$ cat src/rtl/sdram_arb_pkg.sv
// rtl/sdram_arb_pkg.sv - shared FSM states, owner encoding and defaults for the SDRAM port arbiter
package sdram_arb_pkg;

    localparam logic [1:0] ST_IDLE  = 2'd0;
    localparam logic [1:0] ST_ISSUE = 2'd1;
    localparam logic [1:0] ST_WAIT  = 2'd2;
    localparam logic [1:0] ST_DONE  = 2'd3;

    typedef enum logic [1:0] {
        OWN_WR  = 2'd0,
        OWN_RD0 = 2'd1,
        OWN_RD1 = 2'd2
    } owner_e;

    localparam int unsigned DEF_TIMEOUT = 255;

endpackage

$ cat src/rtl/sdram_port_arbiter_rr_pick2.sv
// rtl/sdram_port_arbiter_rr_pick2.sv - two-input round-robin chooser
module rr_pick2 (
    input  logic req0,
    input  logic req1,
    input  logic prefer1,
    output logic gnt0,
    output logic gnt1
);

    // A lone requester always wins; the preference only breaks ties.
    assign gnt0 = req0 & (~req1 | ~prefer1);
    assign gnt1 = req1 & (~req0 |  prefer1);

endmodule

$ cat src/rtl/sdram_port_arbiter.sv
// rtl/sdram_port_arbiter.sv - one-outstanding-access arbiter for the byte-wide SDRAM port
module sdram_port_arbiter
    import sdram_arb_pkg::*;
#(
    parameter int unsigned AW      = 25,
    parameter int unsigned TIMEOUT = DEF_TIMEOUT,
    parameter logic [7:0]  RD_FILL = 8'hFF
) (
    input  logic          clk,
    input  logic          reset,
    input  logic          wr_req,
    input  logic [AW-1:0] wr_addr,
    input  logic [7:0]    wr_data,
    output logic          wr_ack,
    input  logic          rd0_req,
    input  logic [AW-1:0] rd0_addr,
    output logic [7:0]    rd0_data,
    output logic          rd0_valid,
    input  logic          rd1_req,
    input  logic [AW-1:0] rd1_addr,
    output logic [7:0]    rd1_data,
    output logic          rd1_valid,
    output logic [AW-1:0] sd_addr,
    output logic [7:0]    sd_din,
    output logic          sd_rd,
    output logic          sd_we,
    input  logic [7:0]    sd_dout,
    input  logic          sd_ready,
    output logic          timeout_err
);

    localparam logic [15:0] WD_LIMIT = 16'(TIMEOUT);

    logic [1:0]  state;
    owner_e      owner;
    logic        prefer_rd1;
    logic        abandoned;
    logic [15:0] wd_cnt;
    logic [15:0] wd_next;
    logic        gnt_rd0;
    logic        gnt_rd1;

    rr_pick2 u_rr_pick2 (
        .req0    (rd0_req),
        .req1    (rd1_req),
        .prefer1 (prefer_rd1),
        .gnt0    (gnt_rd0),
        .gnt1    (gnt_rd1)
    );

    // wd_next counts the current WAIT cycle, so WAIT lasts at most TIMEOUT cycles.
    assign wd_next = wd_cnt + 16'd1;

    always_ff @(posedge clk or posedge reset) begin
        if (reset) begin
            state      <= ST_IDLE;
            owner      <= OWN_WR;
            prefer_rd1 <= 1'b0;
            abandoned  <= 1'b0;
            wd_cnt     <= 16'd0;
            sd_addr    <= '0;
            sd_din     <= 8'd0;
            rd0_data   <= 8'd0;
            rd1_data   <= 8'd0;
        end else begin
            case (state)
                ST_IDLE: begin
                    if (wr_req) begin
                        owner   <= OWN_WR;
                        sd_addr <= wr_addr;
                        sd_din  <= wr_data;
                        state   <= ST_ISSUE;
                    end else if (gnt_rd0) begin
                        owner   <= OWN_RD0;
                        sd_addr <= rd0_addr;
                        state   <= ST_ISSUE;
                    end else if (gnt_rd1) begin
                        owner   <= OWN_RD1;
                        sd_addr <= rd1_addr;
                        state   <= ST_ISSUE;
                    end
                end
                ST_ISSUE: begin
                    wd_cnt    <= 16'd0;
                    abandoned <= 1'b0;
                    state     <= ST_WAIT;
                end
                ST_WAIT: begin
                    wd_cnt <= wd_next;
                    if (sd_ready) begin
                        if (owner == OWN_RD0) rd0_data <= sd_dout;
                        if (owner == OWN_RD1) rd1_data <= sd_dout;
                        state <= ST_DONE;
                    end else if (wd_next == WD_LIMIT) begin
                        if (owner == OWN_RD0) rd0_data <= RD_FILL;
                        if (owner == OWN_RD1) rd1_data <= RD_FILL;
                        abandoned <= 1'b1;
                        state     <= ST_DONE;
                    end
                end
                ST_DONE: begin
                    if (owner == OWN_RD0) prefer_rd1 <= 1'b1;
                    if (owner == OWN_RD1) prefer_rd1 <= 1'b0;
                    state <= ST_IDLE;
                end
                default: state <= ST_IDLE;
            endcase
        end
    end

    // Strobes and pulses decode straight from state so reset clears them immediately.
    assign sd_we       = (state == ST_ISSUE) && (owner == OWN_WR);
    assign sd_rd       = (state == ST_ISSUE) && (owner != OWN_WR);
    assign wr_ack      = (state == ST_DONE)  && (owner == OWN_WR);
    assign rd0_valid   = (state == ST_DONE)  && (owner == OWN_RD0);
    assign rd1_valid   = (state == ST_DONE)  && (owner == OWN_RD1);
    assign timeout_err = (state == ST_DONE)  && abandoned;

endmodule

$ cat config.mk
export PLATFORM = sky130hd
export DESIGN_NAME = sdram_port_arbiter
export DESIGN_NICKNAME = d
export VERILOG_FILES = /design/src/rtl/sdram_arb_pkg.sv /design/src/rtl/sdram_port_arbiter_rr_pick2.sv /design/src/rtl/sdram_port_arbiter.sv
export SDC_FILE = /design/constraint.sdc
export NUM_CORES = 1
export LEC_CHECK = 0
export BUFFER_PORTS_ARGS = -buffer_cell sky130_fd_sc_hd__buf_2
export CORE_UTILIZATION = 49
export CTS_CLUSTER_SIZE = 14
export DETAILED_ROUTE_END_ITERATION = 16
export PLACE_DENSITY = 0.91
export REMOVE_ABC_BUFFERS = 1
export SLEW_MARGIN = 0
export SYNTH_ARGS = -nofsm -noshare
export SYNTH_HDL_FRONTEND = slang
export SYNTH_SLANG_ARGS = --single-unit
$ cat constraint.sdc
create_clock -name clk -period 6.9 [get_ports clk]
set_clock_uncertainty 0.15 [all_clocks]
set_input_delay 1.035 -clock clk [delete_from_list [all_inputs] [get_ports clk]]
set_output_delay 1.035 -clock clk [all_outputs]
set_load 0.01 [all_outputs]
Word-level counts from Yosys, hierarchy flattened
Index checks and enable logic that the tools add are counted.

word-level totals
  input bits = 97
  output and inout port bits = 55
  flip-flop bits (word level) = 71
  logic and storage cells = 73

operators by class
  reduce and logical (&&, ||, !) cells = 20
  add/subtract/negate cells = 1
  equality and inequality tests = 10
  bitwise operators = 7
  mux-type cells = 26

operators with widths
  operator               count
  $mux 25                3
  $mux 8                 8
  $pmux 16 s2            1
  $add 16x1->16 const B  1
  $eq 16x8->1 const B    1
  $mux 2                 8
  $reduce_and 3->1       3
  $pmux 2 s4             1
  $reduce_and 2->1       4
  $reduce_bool 2->1      4
  $eq 2x2->1 const B     3
  $logic_and 1x1->1      6
  $eq 2x1->1 const B     2
  $logic_not 2->1        2
  $mux 1                 4
  $ne 2x2->1 const B     2
  $ne 4x4->1 const B     1
  $ne 3x3->1 const B     1
  $not 1->1              3
  $reduce_bool 3->1      1
  $and 1x1->1            2
  $or 1x1->1             2
  $pmux 1 s2             1

Depth between registers and ports, before layout
  word-level depth = 7
  depth in mapped cells = 9
  mapped depth without buffers = 7

By module
From an unflattened synthesis, not the netlist that was laid out.

second synthesis, totals
  cell total of the unflattened synthesis = 448
  area, all modules = 4,013.8 um^2

by module, submodules not included
  module              seq. area each (um^2)  area each (um^2)  cells an instance  instances
  sdram_port_arbiter  1,776.7                3,995.1           445                1
  rr_pick2            0.0                    18.8              3                  1

Worst setup path after synthesis
OpenSTA, ideal clock, no wires.

  path kind = register to register
  start point = reg wd_cnt[7]
  end point = reg rd0_data[4]
  clock period less this slack = 2,382 ps
  path buffers = 1
  setup time = 73 ps
  data arrival time = 2,159 ps
  slack = 4,518 ps
  stages on the path, launching flop included = 8
  required time = 6,677 ps
  cells stage by stage = dfrtp_1 > nand4_2 > or4_1 > xnor2_1 > a2111oi_4 > nand2_4 > buf_6 > a21oi_2

between the ends
  cells in the longest elaborated chain, start to end = 4

RTL lines
  what                                RTL line                  source
  from (decl)                         sdram_port_arbiter.sv:38  logic [15:0] wd_cnt;
  from (signal assigned)              sdram_port_arbiter.sv:89  wd_cnt <= wd_next;
  $add 16x1->16                       sdram_port_arbiter.sv:52  assign wd_next = wd_cnt + 16'd1;
  $eq 16x8->1                         sdram_port_arbiter.sv:94  end else if (wd_next == WD_LIMIT) begin
  $reduce_bool 2->1 (no source line)  n/a
  $reduce_and 3->1 (no source line)   n/a
  to (signal assigned)                sdram_port_arbiter.sv:91  if (owner == OWN_RD0) rd0_data <= sd_dout;
  to (decl)                           sdram_port_arbiter.sv:17  output logic [7:0] rd0_data,

Every way passes these cells.
A chain may end at the register's enable or synchronous reset.

Worst setup path in the final report
  start point = in wr_req
  end point = reg sd_addr[15]

between the ends
  cells in the longest elaborated chain, start to end = 2
  elaborated cells between the ends (all ways) = 3
  those cells by class = mux: 1; reduce/logical: 2

RTL lines
  what                                RTL line                  source
  from (decl)                         sdram_port_arbiter.sv:11  input logic wr_req,
  $reduce_bool 3->1 (no source line)  n/a
  $reduce_and 2->1 (no source line)   n/a
  to (signal assigned)                sdram_port_arbiter.sv:70  sd_addr <= wr_addr;
  to (signal assigned)                sdram_port_arbiter.sv:75  sd_addr <= rd0_addr;
  to (signal assigned)                sdram_port_arbiter.sv:79  sd_addr <= rd1_addr;
  to (decl)                           sdram_port_arbiter.sv:23  output logic [AW-1:0] sd_addr,

Parallel ways exist; a longest one is shown, timed or not.

==> impl_metrics.yaml <==
run_status:
  outcome: "finished, final reports clean"
clocking:
  clkSinkCount: 71
  postCtsSetupBuffers: 0
  clk_pin_slew_ns: 0.07
  cts_repair_resized_insts: 0
  tritoncts: "done"
  worst_skew_pair.late_latency_ns: 0.35
  htree_levels: 3
  post_cts_hold_buffer_count: 0
  cts_max_path_buffers: 2
  tritoncts.num_buffers: 9
  cts_root_buf: "clkbuf_8"
routing:
  drtPass1Iterations: 6
  postRouteAntennaNets: 0
  drt-total-wl_mm: 10.2
  route.detailed.wl_per_inst_um: 15.5
  remaining_drc_errors: 0
  post_drt_via_cell_ratio: 5.69
  first_iter_violations: 263
  detailroute.via_count: 3731
setup_path:
  critPathLaunch: "wr_req"
  r2r.worst_path.cells: 6
  critPathMaxFanout: 35
  startpoint_type: "input pin"
  r2r_setup_slack_ns: 4.26
  path_delay_family: "simple AND/OR/NAND/NOR gates"
  critPathMaxStageDelay_ns: 0.69
  critPathCaptureType: "register"
  worst-path-buf-inv: 1
  crit_end: "sd_addr[15]"
  crit_chain: "buf_2, nor3_1, nand2b_1, a221oi_1, a21oi_1"
  critPathKind: "in -> reg"
  worst-endpoint-arrival_ns: 2.92
  crit-reg2reg-launch: "wd_cnt[5]"
  slowest_cell_on_crit_path: "nand2b_1"
  regToRegEndpoint: "rd0_data[6]"
  path_depth: 5
  endpoint_required_time_on_the_critical_path_ns: 6.97
logic_synthesis:
  number_of_distinct_library_cell_variants_in_the_gate_level_netlist_after_synthesis: 48
  dominantRegCellSynth: "dfrtp_1"
  synth_enable_flop_cells: 0
  ys_async_sr_fraction_pct: 100
  synth_warnings: 0
  synthCells: 415
  synth.cell_area_um2: 3830
  yosys_register_bits: 71
  synth.yosys.seq_area_share_pct: 46.4
  post_synth.cell_area_avg_um2: 9.22
timing:
  tightest_slew_ns: 1.19
  relSlewSlack_pct: 20.8
  final_min_period_over_clock_period_pct: 41.2
  fin_tns_setup_ns: 0
  layout_min_cycle_time_ns: 2.84
  unrepaired_setup_endpoints_after_global_routing: "no"
  maxSlewViolCount: 0
  setup-violations-final: 0
  f_max_ghz: 0.352
  final-hold-violation-count: 0
pwr:
  fin_total_pwr_uw: 1720
  ir_drop_uv: 218
  total_leakage_power_uw: 0.00228
  powerDensity_nw_per_um2: 356
cells_and_area:
  most_common_library_cell_in_the_layout_ignoring_fill_and_taps: "buf_2"
  regArea_um2: 1780
  most-common-layout-cells: "151 x buf_2, 71 x dfrtp_1, 60 x nand2_1"
  antennaDiodeCount: 0
  fin_nets: 659
  nFillCells: 597
  area_growth_pct: 26.4
  layout-drive-gt1-share_pct: 35.5
  multi_input_comb_area_um2: 1890
die:
  floorplan.initialDensity_pct: 51.6
  die_h_um: 90.4
  fp.coreArea_um2: 7410
  io-pin-count: 152
  rows: 31
  die_area_um2: 8170
  die_width_um: 90.4
global_route:
  grt_antenna_before_repair: 0
  via_count_of_the_first_global_routing_pass: 3659
  grt.overflow.total: 0
  grt_start_max_net_pins: 72
  grt_pass1_wl_mm: 17.0
  globalRouteTotalUtil_pct: 25.9
placement:
  io_buffer_count: 151
  dp_hpwl_mm: 7.24
  gp_routability_congestion: 0.856
job:
  cap_violations: 0
min_path:
  worst_hold_path_type: "reg -> reg"
-- routing by layer --
layer	wire length [um]	global-route usage, %	vias up
met5	0	0	-
met4	401	12.2	0
met3	623	5.13	34
met2	5070	45.2	161
met1	4080	30.4	1786
li1	-	-	1750
-- stage by stage --
step,std cells,hold WS (ns),utilization [%],setup WS [ns],area [um^2]
after floorplan,389,0.309,-,3.92,3720
after detailed placement,640,0.320,62.3,3.72,4610
after global placement,640,0.312,62.3,3.81,4610
after CTS,656,0.338,65.3,4.09,4840
after global routing,656,0.359,65.3,3.83,4840
final,656,0.329,65.3,4.06,4840
-- worst reg2reg max path: cells and delay by family, from the launching register on --
| kind | cells | cell delay [ns] |
|---|---|---|
| AND/OR/NAND/NOR | 3 | 1.12 |
| AO/OA/AOI/OAI | 2 | 0.69 |
| flip-flops | 1 | 0.42 |
| XOR/XNOR | 1 | 0.19 |
-- flip-flops by register name, indices dropped and copies added (netlist names) --
| register | cells |
|---|---|
| state | 2 |
| wd_cnt | 16 |
| sd_addr | 25 |
| sd_din | 8 |
| rd1_data | 8 |
| abandoned | 1 |
| rd0_data | 8 |
| prefer_rd1 | 1 |
| owner | 2 |
-- how the worst min path moves through the flow --
stage               start         end  slack, ns  depth (start not counted)
6_report       sd_addr[3]  sd_addr[3]       0.33                          2
5_1_grt        sd_addr[1]  sd_addr[1]       0.36                          2
4_1_cts        sd_addr[3]  sd_addr[3]       0.34                          2
3_5_place_dp   sd_addr[3]  sd_addr[3]       0.32                          2
3_3_place_gp   sd_addr[3]  sd_addr[3]       0.31                          2
2_1_floorplan  wd_cnt[15]  wd_cnt[15]       0.31                          2
-- kinds of logic (layout without fill, tap and decap cells) --
logic type / Yosys count / in the layout / synth area share [%]
mux: 14 / 14 / 3.92
simple gates: 151 / 151 / 19.1
xor+xnor: 4 / 4 / 0.916
compound gates: 123 / 123 / 22.1
buf+inv: 42 / 184 / 4.32
flops: 71 / 71 / 46.4
fa+ha+maj: 10 / 10 / 3.27
-- synth_stat cells (4+ instances only) --
master | n | area, um^2
mux2i_1 | 6 | 60.1
nor2_1 | 42 | 158
a21oi_2 | 10 | 87.6
a21oi_1 | 29 | 145
ha_1 | 10 | 125
inv_1 | 16 | 60.1
nand2_1 | 60 | 225
o22ai_1 | 5 | 31.3
nor2b_1 | 10 | 62.6
nand3_1 | 4 | 20.0
a222oi_1 | 10 | 100
clkbuf_1 | 25 | 93.8
nor3_1 | 8 | 40.0
dfrtp_1 | 71 | 1780
and2_1 | 7 | 43.8
a221oi_1 | 15 | 131
mux2_2 | 8 | 90.1
o2bb2ai_1 | 5 | 43.8
o21ai_0 | 37 | 185
-- area by class of cell --
class | count | share of cell area [%]
clock inverters | 5 | 1.68
flip-flops and latches | 71 | 36.7
multi-input cells | 302 | 39.1
repair buffers | 152 | 15.8
clock buffers | 11 | 2.92
well taps | 99 | 2.56
inverters | 16 | 1.24
-- where the power goes --
part / switching [uW] / internal [uW] / total, uW
logic: 432 / 276 / 708
clock network: 158 / 214 / 372
registers: 90.8 / 552 / 643
Power figures use the tool's default switching activity.
